==> config.mk <==
export PLATFORM = sky130hd
export DESIGN_NAME = mux_2x1_merge_flat
export DESIGN_NICKNAME = d
export VERILOG_FILES = /design/src/rtl/mux_2x1_merge_if.sv /design/src/rtl/mux_2x1_merge.sv /design/src/flat_wrapper.sv
export SDC_FILE = /design/constraint.sdc
export NUM_CORES = 1
export LEC_CHECK = 0
export CORE_ASPECT_RATIO = 2
export CORE_UTILIZATION = 41
export CTS_CLUSTER_SIZE = 10
export DETAILED_ROUTE_END_ITERATION = 7
export GPL_TIMING_DRIVEN = 0
export HOLD_SLACK_MARGIN = 0.1
export PLACE_DENSITY = 0.79
export REMOVE_ABC_BUFFERS = 1
export SLEW_MARGIN = 25
export SYNTH_ARGS = -nofsm -noshare
export SYNTH_HDL_FRONTEND = slang
export SYNTH_SLANG_ARGS = --single-unit
==> constraint.sdc <==
create_clock -name clk -period 1.8 [get_ports clk]
set_clock_uncertainty 0.05 [all_clocks]
set_input_delay 0.36 -clock clk [delete_from_list [all_inputs] [get_ports clk]]
set_output_delay 0.36 -clock clk [all_outputs]
set_load 0.05 [all_outputs]
==> src/rtl/mux_2x1_merge_if.sv <==
// Stream bundle for the 2:1 merger: two valid/ready input channels, one
// registered output channel with source tag, and per-source debug counters.
interface mux_2x1_merge_if #(
  parameter int size      = 16,
  parameter int cnt_width = 8
);
  logic [size-1:0]      inA;
  logic                 validA;
  logic                 readyA;
  logic [size-1:0]      inB;
  logic                 validB;
  logic                 readyB;
  logic [size-1:0]      out1;
  logic                 out_valid;
  logic                 out_ready;
  logic                 out_src;
  logic [cnt_width-1:0] countA;
  logic [cnt_width-1:0] countB;

  // Merger side: consumes both input channels, produces the merged channel.
  modport slave (
    input  inA, validA, inB, validB, out_ready,
    output readyA, readyB, out1, out_valid, out_src, countA, countB
  );

  // Environment side: sources both input channels, sinks the merged channel.
  modport master (
    output inA, validA, inB, validB, out_ready,
    input  readyA, readyB, out1, out_valid, out_src, countA, countB
  );
endinterface

==> src/rtl/mux_2x1_merge.sv <==
// Two-to-one stream merger with round-robin arbitration on contention.
// One output register stage; ready is derived only from handshake state,
// never from input data, so there is no data-to-ready combinational path.
module mux_2x1_merge #(
  parameter int size      = 16,
  parameter int cnt_width = 8
) (
  input  logic            clk,
  input  logic            reset,
  mux_2x1_merge_if.slave  bus
);

  logic [size-1:0]      data_p1;
  logic                 src_p1;
  logic                 vld_p1;
  logic                 last_src;
  logic [cnt_width-1:0] cnt_a;
  logic [cnt_width-1:0] cnt_b;

  logic slot_free;
  logic grant_a;
  logic grant_b;

  // The output register can take a word when empty or draining this cycle.
  assign slot_free = !vld_p1 || bus.out_ready;

  // Arbitration: a lone requester wins; on contention the channel that did
  // not win last time is granted (last_src resets to B so A wins first).
  always_comb begin
    grant_a = 1'b0;
    grant_b = 1'b0;
    if (slot_free) begin
      if (bus.validA && bus.validB) begin
        if (last_src) grant_a = 1'b1;
        else          grant_b = 1'b1;
      end else if (bus.validA) begin
        grant_a = 1'b1;
      end else if (bus.validB) begin
        grant_b = 1'b1;
      end
    end
  end

  assign bus.readyA = grant_a;
  assign bus.readyB = grant_b;

  // ---- stage p1: output register, arbitration history and counters ----
  // Load the granted word, or retire the held word when downstream takes it.
  always_ff @(posedge clk) begin
    if (reset) begin
      data_p1  <= '0;
      src_p1   <= 1'b0;
      vld_p1   <= 1'b0;
      last_src <= 1'b1;
      cnt_a    <= '0;
      cnt_b    <= '0;
    end else if (grant_a) begin
      data_p1  <= bus.inA;
      src_p1   <= 1'b0;
      vld_p1   <= 1'b1;
      last_src <= 1'b0;
      cnt_a    <= cnt_a + cnt_width'(1);
    end else if (grant_b) begin
      data_p1  <= bus.inB;
      src_p1   <= 1'b1;
      vld_p1   <= 1'b1;
      last_src <= 1'b1;
      cnt_b    <= cnt_b + cnt_width'(1);
    end else if (bus.out_ready) begin
      vld_p1   <= 1'b0;
    end
  end

  assign bus.out1      = data_p1;
  assign bus.out_src   = src_p1;
  assign bus.out_valid = vld_p1;
  assign bus.countA    = cnt_a;
  assign bus.countB    = cnt_b;

endmodule

==> src/flat_wrapper.sv <==
// flat-port wrapper written by rule: the top's interface ports become plain ports
module mux_2x1_merge_flat 
#(
  parameter int size      = 16,
  parameter int cnt_width = 8
)
  (clk, reset, bus_inA, bus_validA, bus_inB, bus_validB, bus_out_ready, bus_readyA, bus_readyB, bus_out1, bus_out_valid, bus_out_src, bus_countA, bus_countB);
  mux_2x1_merge_if #(.size(size), .cnt_width(cnt_width)) bus_i ();
  input  logic clk;
  input  logic reset;
  input wire logic [$bits(bus_i.inA)-1:0] bus_inA;
  input wire logic [$bits(bus_i.validA)-1:0] bus_validA;
  input wire logic [$bits(bus_i.inB)-1:0] bus_inB;
  input wire logic [$bits(bus_i.validB)-1:0] bus_validB;
  input wire logic [$bits(bus_i.out_ready)-1:0] bus_out_ready;
  output wire logic [$bits(bus_i.readyA)-1:0] bus_readyA;
  output wire logic [$bits(bus_i.readyB)-1:0] bus_readyB;
  output wire logic [$bits(bus_i.out1)-1:0] bus_out1;
  output wire logic [$bits(bus_i.out_valid)-1:0] bus_out_valid;
  output wire logic [$bits(bus_i.out_src)-1:0] bus_out_src;
  output wire logic [$bits(bus_i.countA)-1:0] bus_countA;
  output wire logic [$bits(bus_i.countB)-1:0] bus_countB;
  assign bus_i.inA = bus_inA;
  assign bus_i.validA = bus_validA;
  assign bus_i.inB = bus_inB;
  assign bus_i.validB = bus_validB;
  assign bus_i.out_ready = bus_out_ready;
  assign bus_readyA = bus_i.readyA;
  assign bus_readyB = bus_i.readyB;
  assign bus_out1 = bus_i.out1;
  assign bus_out_valid = bus_i.out_valid;
  assign bus_out_src = bus_i.out_src;
  assign bus_countA = bus_i.countA;
  assign bus_countB = bus_i.countB;
  mux_2x1_merge #(.size(size), .cnt_width(cnt_width)) u_core (.clk(clk), .reset(reset), .bus(bus_i));
endmodule
Word level (Yosys, flattened, before mapping)

Index checks and enable logic that the tools add are counted.
Widths: inputs -> output; s select.

Add/subtract/negate cells: 2
Mux-type cells: 16
Bitwise logic cells: 1
Reductions and logical operators: 7

Operators with widths:

| operator            | number |
|---|---|
| $mux 16             | 2 |
| $add 8x1->8 const B | 2 |
| $mux 1              | 14 |
| $reduce_bool 3->1   | 1 |
| $reduce_and 2->1    | 1 |
| $reduce_bool 2->1   | 1 |
| $reduce_or 2->1     | 1 |
| $logic_and 1x1->1   | 1 |
| $logic_not 1->1     | 1 |
| $logic_or 1x1->1    | 1 |
| $not 1->1           | 1 |

Flip-flop bits (word level): 35

Logic depth before layout (Yosys ltp)

Gate-level depths: netlist of run 1.

Depth in word-level cells: 6
Gate-level depth with buffers: 7
Mapped depth without buffers: 5

Worst setup path after synthesis of run 1

Ideal clock, no wire load.

Kind: register to register
From: register u_core.vld_p1 (netlist: u_core.bus.out_valid)
To: register u_core.cnt_a[5] (netlist: u_core.bus.countA[5])
Setup time: 123 ps
Data arrival time: 1572 ps
Required time: 1627 ps
Slack: 54 ps
Stages on the path, launching flop included: 7
Buffers on the path: 2
Period minus slack after synthesis: 1746 ps
Cell sequence: dfxtp_1 > nand2b_1 > buf_6 > nand3_4 > buf_6 > nor4_1 > mux2_1

Word-level cells in the longest chain between the ends: 3

Ends and longest elaborated chain:

| what                     | RTL line            | source |
|---|---|---|
| start: declaration       | mux_2x1_merge.sv:15 | `logic vld_p1;` |
| start signal: assignment | mux_2x1_merge.sv:53 | `vld_p1 <= 1'b0;` |
| start signal: assignment | mux_2x1_merge.sv:60 | `vld_p1 <= 1'b1;` |
| start signal: assignment | mux_2x1_merge.sv:66 | `vld_p1 <= 1'b1;` |
| $logic_not 1->1          | mux_2x1_merge.sv:25 | `assign slot_free = !vld_p1 \|\| bus.out_ready;` |
| $logic_or 1x1->1         | mux_2x1_merge.sv:25 |  |
| $mux 1                   | mux_2x1_merge.sv:32 | `if (slot_free) begin` |
| end signal: assignment   | mux_2x1_merge.sv:62 | `cnt_a <= cnt_a + cnt_width'(1);` |
| end: declaration         | mux_2x1_merge.sv:17 | `logic [cnt_width-1:0] cnt_a;` |

Every way passes these cells.
A chain may end at the register's enable or synchronous reset.

Final worst setup path of run 1

From: register u_core.last_src
To: output bus_readyA

Word-level cells in the longest chain between the ends: 3

Ends and longest elaborated chain:

| what                     | RTL line            | source |
|---|---|---|
| start: declaration       | mux_2x1_merge.sv:16 | `logic last_src;` |
| start signal: assignment | mux_2x1_merge.sv:54 | `last_src <= 1'b1;` |
| start signal: assignment | mux_2x1_merge.sv:61 | `last_src <= 1'b0;` |
| start signal: assignment | mux_2x1_merge.sv:67 | `last_src <= 1'b1;` |
| $mux 1                   | mux_2x1_merge.sv:34 | `if (last_src) grant_a = 1'b1;` |
| $mux 1                   | mux_2x1_merge.sv:33 | `if (bus.validA && bus.validB) begin` |
| $mux 1                   | mux_2x1_merge.sv:32 |  |
| end: declaration         | flat_wrapper.sv:16  | `output wire logic [$bits(bus_i.readyA)-1:0] bus_readyA;` |

Every way passes these cells.

==> load_flow_metrics.sql, run 1 <==
INSERT INTO impl_metrics (metric_group, metric, value, unit) VALUES
('final_layout', 'fin_nets', '311', ''),
('hold_path', 'min-delay-start', 'u_core.bus.countB[7]', ''),
('yosys', 'synth.top_cell.area_share', '0.436', ''),
('placement', 'gp_congestion', '0.757', ''),
('floorplanning', 'top_level_ports', '73', ''),
('pwr', 'switching_power', '0.645', 'mW'),
('timing', 'slew_headroom', '0.505', ''),
('timing', 'rsz0062_at_grt', 'false', ''),
('floorplanning', 'placeableCoreArea', '0.00368', 'sq mm'),
('timing', 'hold_viol', '0', ''),
('detailed_routing', 'wl_per_cell', '14.1', 'um'),
('pwr', 'comb_power_share', '0.276', ''),
('final_layout', 'syn2layout_area_growth', '56.2', '%'),
('placement', 'dp_worst_setup_slack', '-1.67', 'ns'),
('timing', 'maxClockFrequency', '583', 'MHz'),
('worst_setup_path', 'worst-setup-path-type', 'reg2out', ''),
('final_layout', 'fin_cells', '321', ''),
('pwr', 'swShare', '0.327', ''),
('clocking', 'maximum_clock_insertion_buffer_count', '2', ''),
('worst_setup_path', 'setup.worst_path.start_class', 'flip-flop', ''),
('pwr', 'cellLeakagePower', '1.11', 'nW'),
('worst_setup_path', 'critPathCaptureType', 'output port', ''),
('yosys', 'ys_seq_area_frac', '0.436', ''),
('run', 'drv.max_cap_violation_count', '0', ''),
('global_route', 'grt_overflow', '0', ''),
('final_layout', 'final_core_util', '0.680', ''),
('timing', 'fin_crit_sh', '0.952', ''),
('pwr', 'internal_power', '1.33', 'mW'),
('pwr', 'fin_total_pwr', '1.97', 'mW'),
('detailed_routing', 'drtIter0Drc', '30', ''),
('floorplanning', 'die_h', '90.5', 'um'),
('clocking', 'root_buffer', 'sky130_fd_sc_hd__clkbuf_8', ''),
('global_route', 'grt_max_degree', '38', ''),
('yosys', 'ys_top_cells_by_area', 'sky130_fd_sc_hd__dfxtp_1 44%, sky130_fd_sc_hd__a211oi_1 7.5%, sky130_fd_sc_hd__a21oi_1 7.2%, sky130_fd_sc_hd__nor2_1 7.0%, sky130_fd_sc_hd__nand2_1 6.3%', ''),
('detailed_routing', 'vias', '1644', ''),
('detailed_routing', 'ant_nets', '0', ''),
('timing', 'report.final.setup_viol', '0', ''),
('timing', 'worstMarginPinSlew', '0.743', 'ns'),
('clocking', 'clock_insertion_delay_worst_skew', '0.29', 'ns'),
('worst_setup_path', 'register_to_register_setup_slack', '0.14', 'ns'),
('run_status', 'run_status', 'completed', ''),
('pwr', 'power-per-cell-area', '786', 'mW/mm^2'),
('placement', 'port-buffer-count', '72', ''),
('yosys', 'synthesis.instances', '193', ''),
('yosys', 'syn-cell-area', '0.00161', 'sq mm'),
('worst_setup_path', 'cp_data_required_time', '1.39', 'ns'),
('yosys', 'yosys_warnings', '0', ''),
('yosys', 'syn_avg_cell_area', '8.32', 'sq um'),
('floorplanning', 'design.die.area', '0.00418', 'sq mm'),
('yosys', 'synth.distinct_cells', '32', ''),
('global_route', 'grt_first_pass_wirelength', '7420', 'um'),
('clocking', 'cts.hold.buffers_added', '0', ''),
('worst_setup_path', 'timing.rr.start', 'u_core.last_src', ''),
('yosys', 'synth.ff_latch_count', '35', ''),
('clocking', 'clock_pin_slew_worst_setup_and_hold_paths', '0.06', 'ns'),
('floorplanning', 'num_rows', '31', ''),
('detailed_routing', 'first_pass_iters', '4', ''),
('hold_path', 'holdPathEnd', 'u_core.bus.countB[7]', ''),
('worst_setup_path', 'critical_path.cell_chain', 'nand2b_2, nand3_4, clkinvlp_4, buf_8', ''),
('detailed_routing', 'postRouteWirelength', '4530', 'um'),
('global_route', 'total_global_routing_track_utilization', '0.248', ''),
('floorplanning', 'floorplan.die.width', '46.2', 'um'),
('worst_setup_path', 'worst_ep_arrival_time', '1.30', 'ns'),
('timing', 'timing.setup.tns', '0', 'ns'),
('global_route', 'number_of_antenna_violations_at_the_first_check_in_global_routing', '0', ''),
('worst_setup_path', 'worst_r2r_endpoint', 'u_core.bus.countA[7]', ''),
('final_layout', 'fraction_of_final_layout_cells_with_drive_strength_greater_than_1', '0.125', ''),
('timing', 'setup_ws', '0.0859', 'ns'),
('pwr', 'largest_vdd_supply_drop', '551', 'uV'),
('worst_setup_path', 'rr_worst_depth', '5', ''),
('clocking', 'tritoncts', 'built', '');
-- state kept, by name, summed over array words and instances, names as in the netlist --
signal,cells
u_core.bus.countA,8
u_core.bus.countB,8
u_core.bus.out1,16
u_core.bus.out_src,1
u_core.bus.out_valid,1
u_core.last_src,1
-- layer usage --
layer	vias up	global-route usage	routed length, um
met5	-	0	0
li1	831	-	-
met1	755	0.248	1630
met3	10	0.0540	156
met4	0	0.118	108
met2	48	0.444	2630
-- layout make-up --
type / count / area [sq um] / share of cell area
clock buffers: 6 / 82.6 / 0.0329
clock inverters: 1 / 5.00 / 0.00200
inverters: 4 / 21.3 / 0.00848
multi-input cells: 143 / 863 / 0.344
flip-flops and latches: 35 / 701 / 0.279
well taps: 49 / 61.3 / 0.0245
repair buffers: 82 / 766 / 0.305
repair inverters: 1 / 7.51 / 0.00299
-- through the flow --
stage          area (sq um)  hold WS (ns)
6_report               2510         0.437
5_1_grt                2510         0.459
4_1_cts                2510         0.439
3_5_place_dp           2310         0.432
3_3_place_gp           2320         0.408
2_1_floorplan          1540         0.379
-- worst max-delay path by stage --
stage | from | end | slack [ns] | depth (start not counted)
after floorplan | u_core.bus.out_valid | u_core.bus.out1[0] | -0.41 | 5
after global placement | bus_out_ready | bus_readyA | -1.69 | 5
after detailed placement | bus_out_ready | bus_readyA | -1.67 | 5
after CTS | bus_validA | bus_readyB | 0.04 | 5
after global routing | u_core.last_src | bus_readyA | 0.01 | 4
final | u_core.last_src | bus_readyA | 0.09 | 4
-- critical path, delay by kind of cell (launching register included) --
| family | cells | cell delay (ns) |
|---|---|---|
| buffers and inverters | 2 | 0.30 |
| DFF | 1 | 0.34 |
| and+or+nand+nor | 2 | 0.37 |
-- logic make-up (layout without fill, tap and decap cells) --
kind of cell	Yosys count	after routing	synth area share
and+or+nand+nor	84	85	0.256
AOI/OAI and AO/OA	45	45	0.175
DFF	35	35	0.436
buffers and inverters	16	94	0.0530
xor gates and xnor gates	9	9	0.0491
adders and majority gates	2	2	0.0156
muxes	2	2	0.0140
-- cell usage in the layout (no fill, tap or decap), drive strengths merged, types with 2 or more instances in the layout --
master,instances
xnor2,6
o31ai,3
ha,2
inv,3
nor3,2
nor4,4
buf,13
dlygate4sd2,35
nand4,5
clkinvlp,2
nor2,31
dfxtp,35
clkbuf,7
a211oi,16
nand2,27
mux2,2
or4,3
a21oi,23
clkdlybuf4s50,32
nand3,4
nor2b,3
nand2b,2
xor2,3
-- cells in the mapped netlist (all sizes together) --
cell and n:
a211oi 16, a21boi 1, a21oi 23, and2 1, and2b 1, and3 1, and4 1, buf 8
clkbuf 4, dfxtp 35, ha 2, inv 4, mux2 2, nand2 27, nand2b 2, nand3 3
nand4 5, nor2 31, nor2b 3, nor3 2, nor4 4, o21ai 1, o21bai 1, o31ai 3
or4 3, xnor2 6, xor2 3
-- power groups by stage --
stage,clock network [mW],registers [mW],logic (mW)
after CTS,0.587,0.855,0.548
after detailed placement,0,0.873,0.528
final,0.572,0.855,0.545
after floorplan,0,1.03,0.144
after global placement,0,0.872,0.527
after global routing,0.627,0.860,0.583
-- timing repair --
item | CTS | global route
endpoints found under the setup margin | 60 | 1
pin swaps | 1 | 0
endpoints found under the hold margin | 0 | 0
buffers inserted | 10 | 0
gates resized for setup | 65 | 2
cloned | 2 | 0
Note: power is estimated with default switching activity, not from simulation.
==> run 2, diff against run 1 <==
Settings changed: CAP_MARGIN set to 20, CORE_MARGIN set to 1.5.
==> load_flow_metrics.sql, run 2 (synthesized netlist as in run 1, its figures left out) <==
INSERT INTO impl_metrics (metric_group, metric, value, unit) VALUES
('run_status', 'run_status', 'completed', ''),
('global_route', 'number_of_antenna_violations_at_the_first_check_in_global_routing', '0', ''),
('floorplanning', 'floorplan.die.width', '47.2', 'um'),
('pwr', 'comb_power_share', '0.278', ''),
('final_layout', 'fin_cells', '318', ''),
('worst_setup_path', 'worst_ep_arrival_time', '1.34', 'ns'),
('global_route', 'grt_most_used_layer', 'met2', ''),
('timing', 'hold_viol', '0', ''),
('timing', 'fin_crit_sh', '0.973', ''),
('detailed_routing', 'vias_per_cell', '5.19', ''),
('hold_path', 'holdPathEnd', 'u_core.bus.countB[7]', ''),
('timing', 'maxSlewViolCount', '0', ''),
('placement', 'hpwl_dp', '3030', 'um'),
('timing', 'rsz0062_at_grt', 'false', ''),
('detailed_routing', 'drt_drc_violations_left', '0', ''),
('pwr', 'internal_power', '1.27', 'mW'),
('final_layout', 'fin_nets', '307', ''),
('clocking', 'root_buffer', 'sky130_fd_sc_hd__clkbuf_8', ''),
('clocking', 'maximum_clock_insertion_buffer_count', '2', ''),
('pwr', 'cellLeakagePower', '1.06', 'nW'),
('timing', 'final_period_minus_worst_setup_slack', '1.75', 'ns'),
('run', 'drv.max_cap_violation_count', '0', ''),
('floorplanning', 'top_level_ports', '73', ''),
('global_route', 'gr_layer_usage_met2', '0.418', ''),
('global_route', 'grt_first_pass_wirelength', '7360', 'um'),
('pwr', 'swShare', '0.334', ''),
('worst_setup_path', 'rr_worst_depth', '5', ''),
('placement', 'dpl.cell_count', '304', ''),
('clocking', 'tritoncts', 'built', ''),
('pwr', 'power-per-cell-area', '782', 'mW/mm^2'),
('floorplanning', 'design.die.area', '0.00432', 'sq mm'),
('final_layout', 'largest_reg_flops', '16', ''),
('clocking', 'clock_insertion_delay_worst_skew', '0.29', 'ns'),
('worst_setup_path', 'setup.worst_path.start_class', 'flip-flop', ''),
('global_route', 'grt_overflow', '0', ''),
('global_route', 'vias_in_the_first_global_route', '1595', ''),
('final_layout', 'fillerInstances', '352', ''),
('detailed_routing', 'drtIter0Drc', '30', ''),
('timing', 'slew_headroom', '0.534', ''),
('timing', 'setup_ws', '0.0488', 'ns'),
('final_layout', 'antenna_cells_inserted', '0', ''),
('timing', 'whs', '0.427', 'ns'),
('clocking', 'clkSinkCount', '35', ''),
('final_layout', 'layout.cells.most_common_list', '35 x sky130_fd_sc_hd__dlygate4sd2_1, 35 x sky130_fd_sc_hd__dfxtp_1, 32 x sky130_fd_sc_hd__clkdlybuf4s50_1, 30 x sky130_fd_sc_hd__nor2_1, 27 x sky130_fd_sc_hd__nand2_1', ''),
('final_layout', 'regArea', '701', 'sq um'),
('worst_setup_path', 'cp_data_required_time', '1.39', 'ns'),
('detailed_routing', 'ant_nets', '0', ''),
('worst_setup_path', 'critPathMaxFanout', '5', ''),
('worst_setup_path', 'worst_r2r_endpoint', 'u_core.bus.countA[7]', ''),
('timing', 'report.final.setup_viol', '0', ''),
('pwr', 'fin_total_pwr', '1.91', 'mW'),
('hold_path', 'worstHoldPathType', 'reg2reg', ''),
('placement', 'dp_worst_setup_slack', '-1.65', 'ns'),
('placement', 'port-buffer-count', '72', ''),
('global_route', 'total_global_routing_track_utilization', '0.239', ''),
('floorplanning', 'num_rows', '32', ''),
('pwr', 'share_seq_of_total_power', '0.448', ''),
('global_route', 'grt_max_degree', '38', ''),
('global_route', 'global_route.usage.met1', '0.235', ''),
('detailed_routing', 'vias', '1649', ''),
('worst_setup_path', 'timing.rr.start', 'u_core.last_src', ''),
('detailed_routing', 'first_pass_iters', '4', ''),
('detailed_routing', 'wl_per_cell', '14.4', 'um'),
('worst_setup_path', 'register_to_register_setup_slack', '0.12', 'ns'),
('timing', 'maxClockFrequency', '571', 'MHz'),
('pwr', 'largest_vdd_supply_drop', '553', 'uV'),
('hold_path', 'worst_hold_path.num_cells', '2', ''),
('clocking', 'cts_made_buffers', '5', ''),
('timing', 'worstMarginPinSlew', '0.698', 'ns'),
('final_layout', 'multiInputGateArea', '855', 'sq um'),
('pwr', 'power.share.clock', '0.274', ''),
('clocking', 'clock_pin_slew_worst_setup_and_hold_paths', '0.07', 'ns'),
('hold_path', 'min-delay-start', 'u_core.bus.countB[7]', ''),
('placement', 'gp_congestion', '0.788', ''),
('worst_setup_path', 'worst-setup-path-type', 'reg2out', ''),
('floorplanning', 'initial_utilization', '0.422', ''),
('clocking', 'ctsHtreeMaxLevel', '2', ''),
('floorplanning', 'die_h', '91.5', 'um'),
('global_route', 'grtUsageMet3', '0.0398', ''),
('detailed_routing', 'postRouteWirelength', '4570', 'um'),
('final_layout', 'syn2layout_area_growth', '52.2', '%'),
('worst_setup_path', 'critPathCaptureType', 'output port', ''),
('final_layout', 'fraction_of_final_layout_cells_with_drive_strength_greater_than_1', '0.105', ''),
('pwr', 'switching_power', '0.638', 'mW'),
('floorplanning', 'placeableCoreArea', '0.00380', 'sq mm');
==> run 2: cell count changes in the layout (fill, tap and decap cells not counted), sizes merged <==
cell,before,now
buf,13,9
clkinv,1,0
==> run 2: how the worst max path moves through the flow <==
| stage | slack [ns] | to | depth (start not counted) | startpoint |
|---|---|---|---|---|
| 6_report | 0.05 | bus_readyA | 4 | u_core.last_src |
| 5_1_grt | 0.007 | u_core.bus.countA[7] | 5 | u_core.last_src |
| 4_1_cts | 0.02 | bus_readyB | 5 | bus_validA |
| 3_5_place_dp | -1.65 | bus_readyA | 5 | bus_out_ready |
| 3_3_place_gp | -1.66 | bus_readyA | 5 | bus_out_ready |
| 2_1_floorplan | -0.41 | u_core.bus.out1[0] | 5 | u_core.bus.out_valid |
==> run 2: critical path, cell delays in order, from the launching register on <==
cell,delay [ns]
sky130_fd_sc_hd__dfxtp_1,0.34
sky130_fd_sc_hd__nand2b_2,0.25
sky130_fd_sc_hd__nand3_4,0.15
sky130_fd_sc_hd__clkinvlp_4,0.14
sky130_fd_sc_hd__buf_8,0.17
==> run 2: layout make-up <==
| class | instances | area share |
|---|---|---|
| Tap cell | 51 | 0.0261 |
| Timing Repair Buffer | 78 | 0.296 |
| Multi-Input combinational cell | 143 | 0.350 |
| Timing Repair inverter | 1 | 0.00307 |
| Sequential cell | 35 | 0.287 |
| Clock buffer | 6 | 0.0297 |
| Inverter | 4 | 0.00870 |
==> run 2: per-stage QoR <==
step                area, sq um   util  setup TNS (ns)
floorplan                  1540      -           -7.79
global placement           2320  0.610          -24.14
detailed placement         2310  0.609          -21.85
CTS                        2450  0.643               0
global route               2440  0.642               0
finish                     2440  0.642               0
==> run 2: power by group through the flow <==
stage / Sequential, mW / Clock [mW] / Combinational [mW]
finish: 0.855 / 0.524 / 0.531
detailed placement: 0.874 / 0 / 0.529
global route: 0.861 / 0.566 / 0.570
global placement: 0.872 / 0 / 0.527
CTS: 0.855 / 0.530 / 0.534
floorplan: 1.03 / 0 / 0.144
==> run 2: layer usage <==
metal,share of wire,up-vias,wire (um)
li1,-,822,-
met2,0.58,50,2640
met1,0.35,764,1610
met3,0.036,13,164
met4,0.032,0,146
met5,0,-,0
==> run 2: what timing repair did <==
item,in CTS,in global routing
buffers inserted,6,0
hold buffers,0,0
endpoints found under the setup margin,60,2
pin swaps,1,0
gates resized for setup,64,2
cloned,2,0
==> run 3, diff against run 2 <==
Settings changed: CAP_MARGIN 20 to unset, CORE_UTILIZATION 41 to 43, CTS_BUF_LIST set to sky130_fd_sc_hd__clkbuf_4, PLACE_DENSITY 0.79 to 0.83.
==> load_flow_metrics.sql, run 3 (synthesized netlist as in run 1, its figures left out) <==
INSERT INTO impl_metrics (metric_group, metric, value, unit) VALUES
('global_route', 'total_global_routing_track_utilization', '0.238', ''),
('clocking', 'clkSinkCount', '35', ''),
('pwr', 'comb_power_share', '0.293', ''),
('floorplanning', 'placeableCoreArea', '0.00361', 'sq mm'),
('worst_setup_path', 'setup.worst_path.start_class', 'flip-flop', ''),
('pwr', 'largest_vdd_supply_drop', '587', 'uV'),
('clocking', 'ctsHtreeMaxLevel', '2', ''),
('run', 'drv.max_cap_violation_count', '0', ''),
('detailed_routing', 'ant_nets', '0', ''),
('worst_setup_path', 'cp_data_required_time', '1.39', 'ns'),
('worst_setup_path', 'critPathMaxFanout', '5', ''),
('final_layout', 'fin_nets', '309', ''),
('run_status', 'run_status', 'completed', ''),
('pwr', 'switching_power', '0.661', 'mW'),
('placement', 'hpwl_dp', '2980', 'um'),
('timing', 'hold_viol', '0', ''),
('pwr', 'swShare', '0.362', ''),
('timing', 'setup_ws', '0.0709', 'ns'),
('timing', 'worstMarginPinSlew', '0.697', 'ns'),
('timing', 'maxSlewViolCount', '0', ''),
('global_route', 'vias_in_the_first_global_route', '1493', ''),
('pwr', 'power-per-cell-area', '751', 'mW/mm^2'),
('detailed_routing', 'vias_per_cell', '5.26', ''),
('pwr', 'power.share.clock', '0.239', ''),
('detailed_routing', 'drtIter0Drc', '46', ''),
('worst_setup_path', 'critical_path.cell_chain', 'clkdlybuf4s15_1', ''),
('clocking', 'root_buffer', 'sky130_fd_sc_hd__clkbuf_4', ''),
('final_layout', 'fin_cells', '320', ''),
('global_route', 'number_of_antenna_violations_at_the_first_check_in_global_routing', '0', ''),
('detailed_routing', 'wl_per_cell', '14.5', 'um'),
('floorplanning', 'design.die.area', '0.00413', 'sq mm'),
('final_layout', 'fraction_of_final_layout_cells_with_drive_strength_greater_than_1', '0.129', ''),
('floorplanning', 'initial_utilization', '0.445', ''),
('worst_setup_path', 'worst-setup-path-type', 'reg2out', ''),
('final_layout', 'layout_commonest_cell', 'sky130_fd_sc_hd__dfxtp_1', ''),
('clocking', 'clock_insertion_delay_worst_skew', '0.35', 'ns'),
('floorplanning', 'die_h', '89.4', 'um'),
('placement', 'dpl.cell_count', '302', ''),
('worst_setup_path', 'critPathCaptureType', 'output port', ''),
('clocking', 'maximum_clock_insertion_buffer_count', '2', ''),
('timing', 'report.final.setup_viol', '0', ''),
('worst_setup_path', 'path_delay_family', 'buffers and inverters', ''),
('floorplanning', 'top_level_ports', '73', ''),
('timing', 'rsz0062_at_grt', 'false', ''),
('worst_setup_path', 'timing.critical_path.buf_inv', '1', ''),
('final_layout', 'layout.cells.most_common_list', '34 x sky130_fd_sc_hd__dfxtp_1, 32 x sky130_fd_sc_hd__clkdlybuf4s50_1, 31 x sky130_fd_sc_hd__dlygate4sd2_1, 30 x sky130_fd_sc_hd__nor2_1, 27 x sky130_fd_sc_hd__nand2_1', ''),
('global_route', 'grt_first_pass_wirelength', '7040', 'um'),
('detailed_routing', 'vias', '1683', ''),
('final_layout', 'antenna_cells_inserted', '0', ''),
('placement', 'dp_worst_setup_slack', '-1.65', 'ns'),
('detailed_routing', 'postRouteWirelength', '4630', 'um'),
('timing', 'slew_headroom', '0.535', ''),
('worst_setup_path', 'worst_ep_arrival_time', '1.32', 'ns'),
('final_layout', 'largest_reg_flops', '16', ''),
('floorplanning', 'num_rows', '31', ''),
('placement', 'port-buffer-count', '72', ''),
('global_route', 'grt_overflow', '0', ''),
('timing', 'final_period_minus_worst_setup_slack', '1.73', 'ns'),
('final_layout', 'syn2layout_area_growth', '51.5', '%'),
('timing', 'maxClockFrequency', '578', 'MHz'),
('hold_path', 'worstHoldPathType', 'in2reg', ''),
('clocking', 'cts_made_buffers', '5', ''),
('detailed_routing', 'first_pass_iters', '4', ''),
('worst_setup_path', 'crit_slowest_cell', 'sky130_fd_sc_hd__clkdlybuf4s15_1', ''),
('pwr', 'internal_power', '1.17', 'mW'),
('detailed_routing', 'drt_drc_violations_left', '0', ''),
('floorplanning', 'floorplan.die.width', '46.2', 'um'),
('worst_setup_path', 'crit_path_max_incr_delay', '0.53', 'ns'),
('placement', 'gp_congestion', '0.740', ''),
('pwr', 'cellLeakagePower', '1.07', 'nW'),
('clocking', 'clock_pin_slew_worst_setup_and_hold_paths', '0.12', 'ns'),
('global_route', 'grt_max_degree', '38', ''),
('clocking', 'tritoncts', 'built', ''),
('timing', 'fin_crit_sh', '0.961', ''),
('pwr', 'share_seq_of_total_power', '0.468', '');
[run 3: cell types whose count changed in the layout (fill, tap and decap cells not counted), sizes merged]
cell / change
dlygate4sd2: -4
buf: +2
clkbuf: +2
clkinvlp: +2
clkinv: +1
dlymetal6s2s: +1
[run 3: worst paths after layout]
kind / start / to / slack (ns) / cells after the start
hold reg to reg: u_core.bus.countB[7] / u_core.bus.countB[7] / 0.44 / 2
setup / recovery: u_core.bus.countA[2] / bus_countA[2] / 0.07 / 1
setup reg to reg: u_core.last_src / u_core.bus.countA[5] / 0.15 / 5
hold / removal: bus_validB / u_core.last_src / 0.42 / 3
[run 3: worst min-delay path: cells and delay by family]
family                 cells  cell delay, ns
AOI/OAI and AO/OA          2            0.22
buffers and inverters      1            0.19
[run 3: metal layers]
layer | track usage | routed length (um) | vias to the layer above
met5 | 0 | 0 | -
met4 | 0.127 | 133 | 0
met3 | 0.0485 | 164 | 12
met2 | 0.424 | 2670 | 58
met1 | 0.246 | 1660 | 786
li1 | - | - | 827
[run 3: power by group through the flow]
stage | Combinational [mW] | Clock [mW] | Sequential (mW)
6_report | 0.534 | 0.437 | 0.855
2_1_floorplan | 0.144 | 0 | 1.03
3_5_place_dp | 0.528 | 0 | 0.873
5_1_grt | 0.570 | 0.481 | 0.864
3_3_place_gp | 0.525 | 0 | 0.872
4_1_cts | 0.530 | 0.441 | 0.855
[run 3: repair_timing]
action	in CTS	in global routing
buffers inserted	6	2
hold buffers	0	0
gates resized for setup	60	12
setup endpoints to repair	60	9
pin swaps	1	0
gates cloned	2	0
[run 3: metrics by stage]
| stage | cell area (sq um) | total power, mW | hold WS, ns | setup TNS [ns] | util |
|---|---|---|---|---|---|
| floorplan | 1540 | 1.17 | 0.379 | -7.79 | - |
| global placement | 2320 | 1.40 | 0.413 | -23.57 | 0.642 |
| detailed placement | 2310 | 1.40 | 0.423 | -21.67 | 0.641 |
| CTS | 2420 | 1.83 | 0.437 | -0.00684 | 0.671 |
| global route | 2430 | 1.92 | 0.450 | 0 | 0.674 |
| finish | 2430 | 1.83 | 0.417 | 0 | 0.674 |
[run 3: cell type report]
class,count,area [sq um]
clock buffers,5,37.5
clock inverters,3,20.0
fillers,316,1170
inverters,4,21.3
multi-input cells,143,853
flip-flops and latches,35,702
well taps,49,61.3
repair buffers,80,729
repair inverters,1,7.51
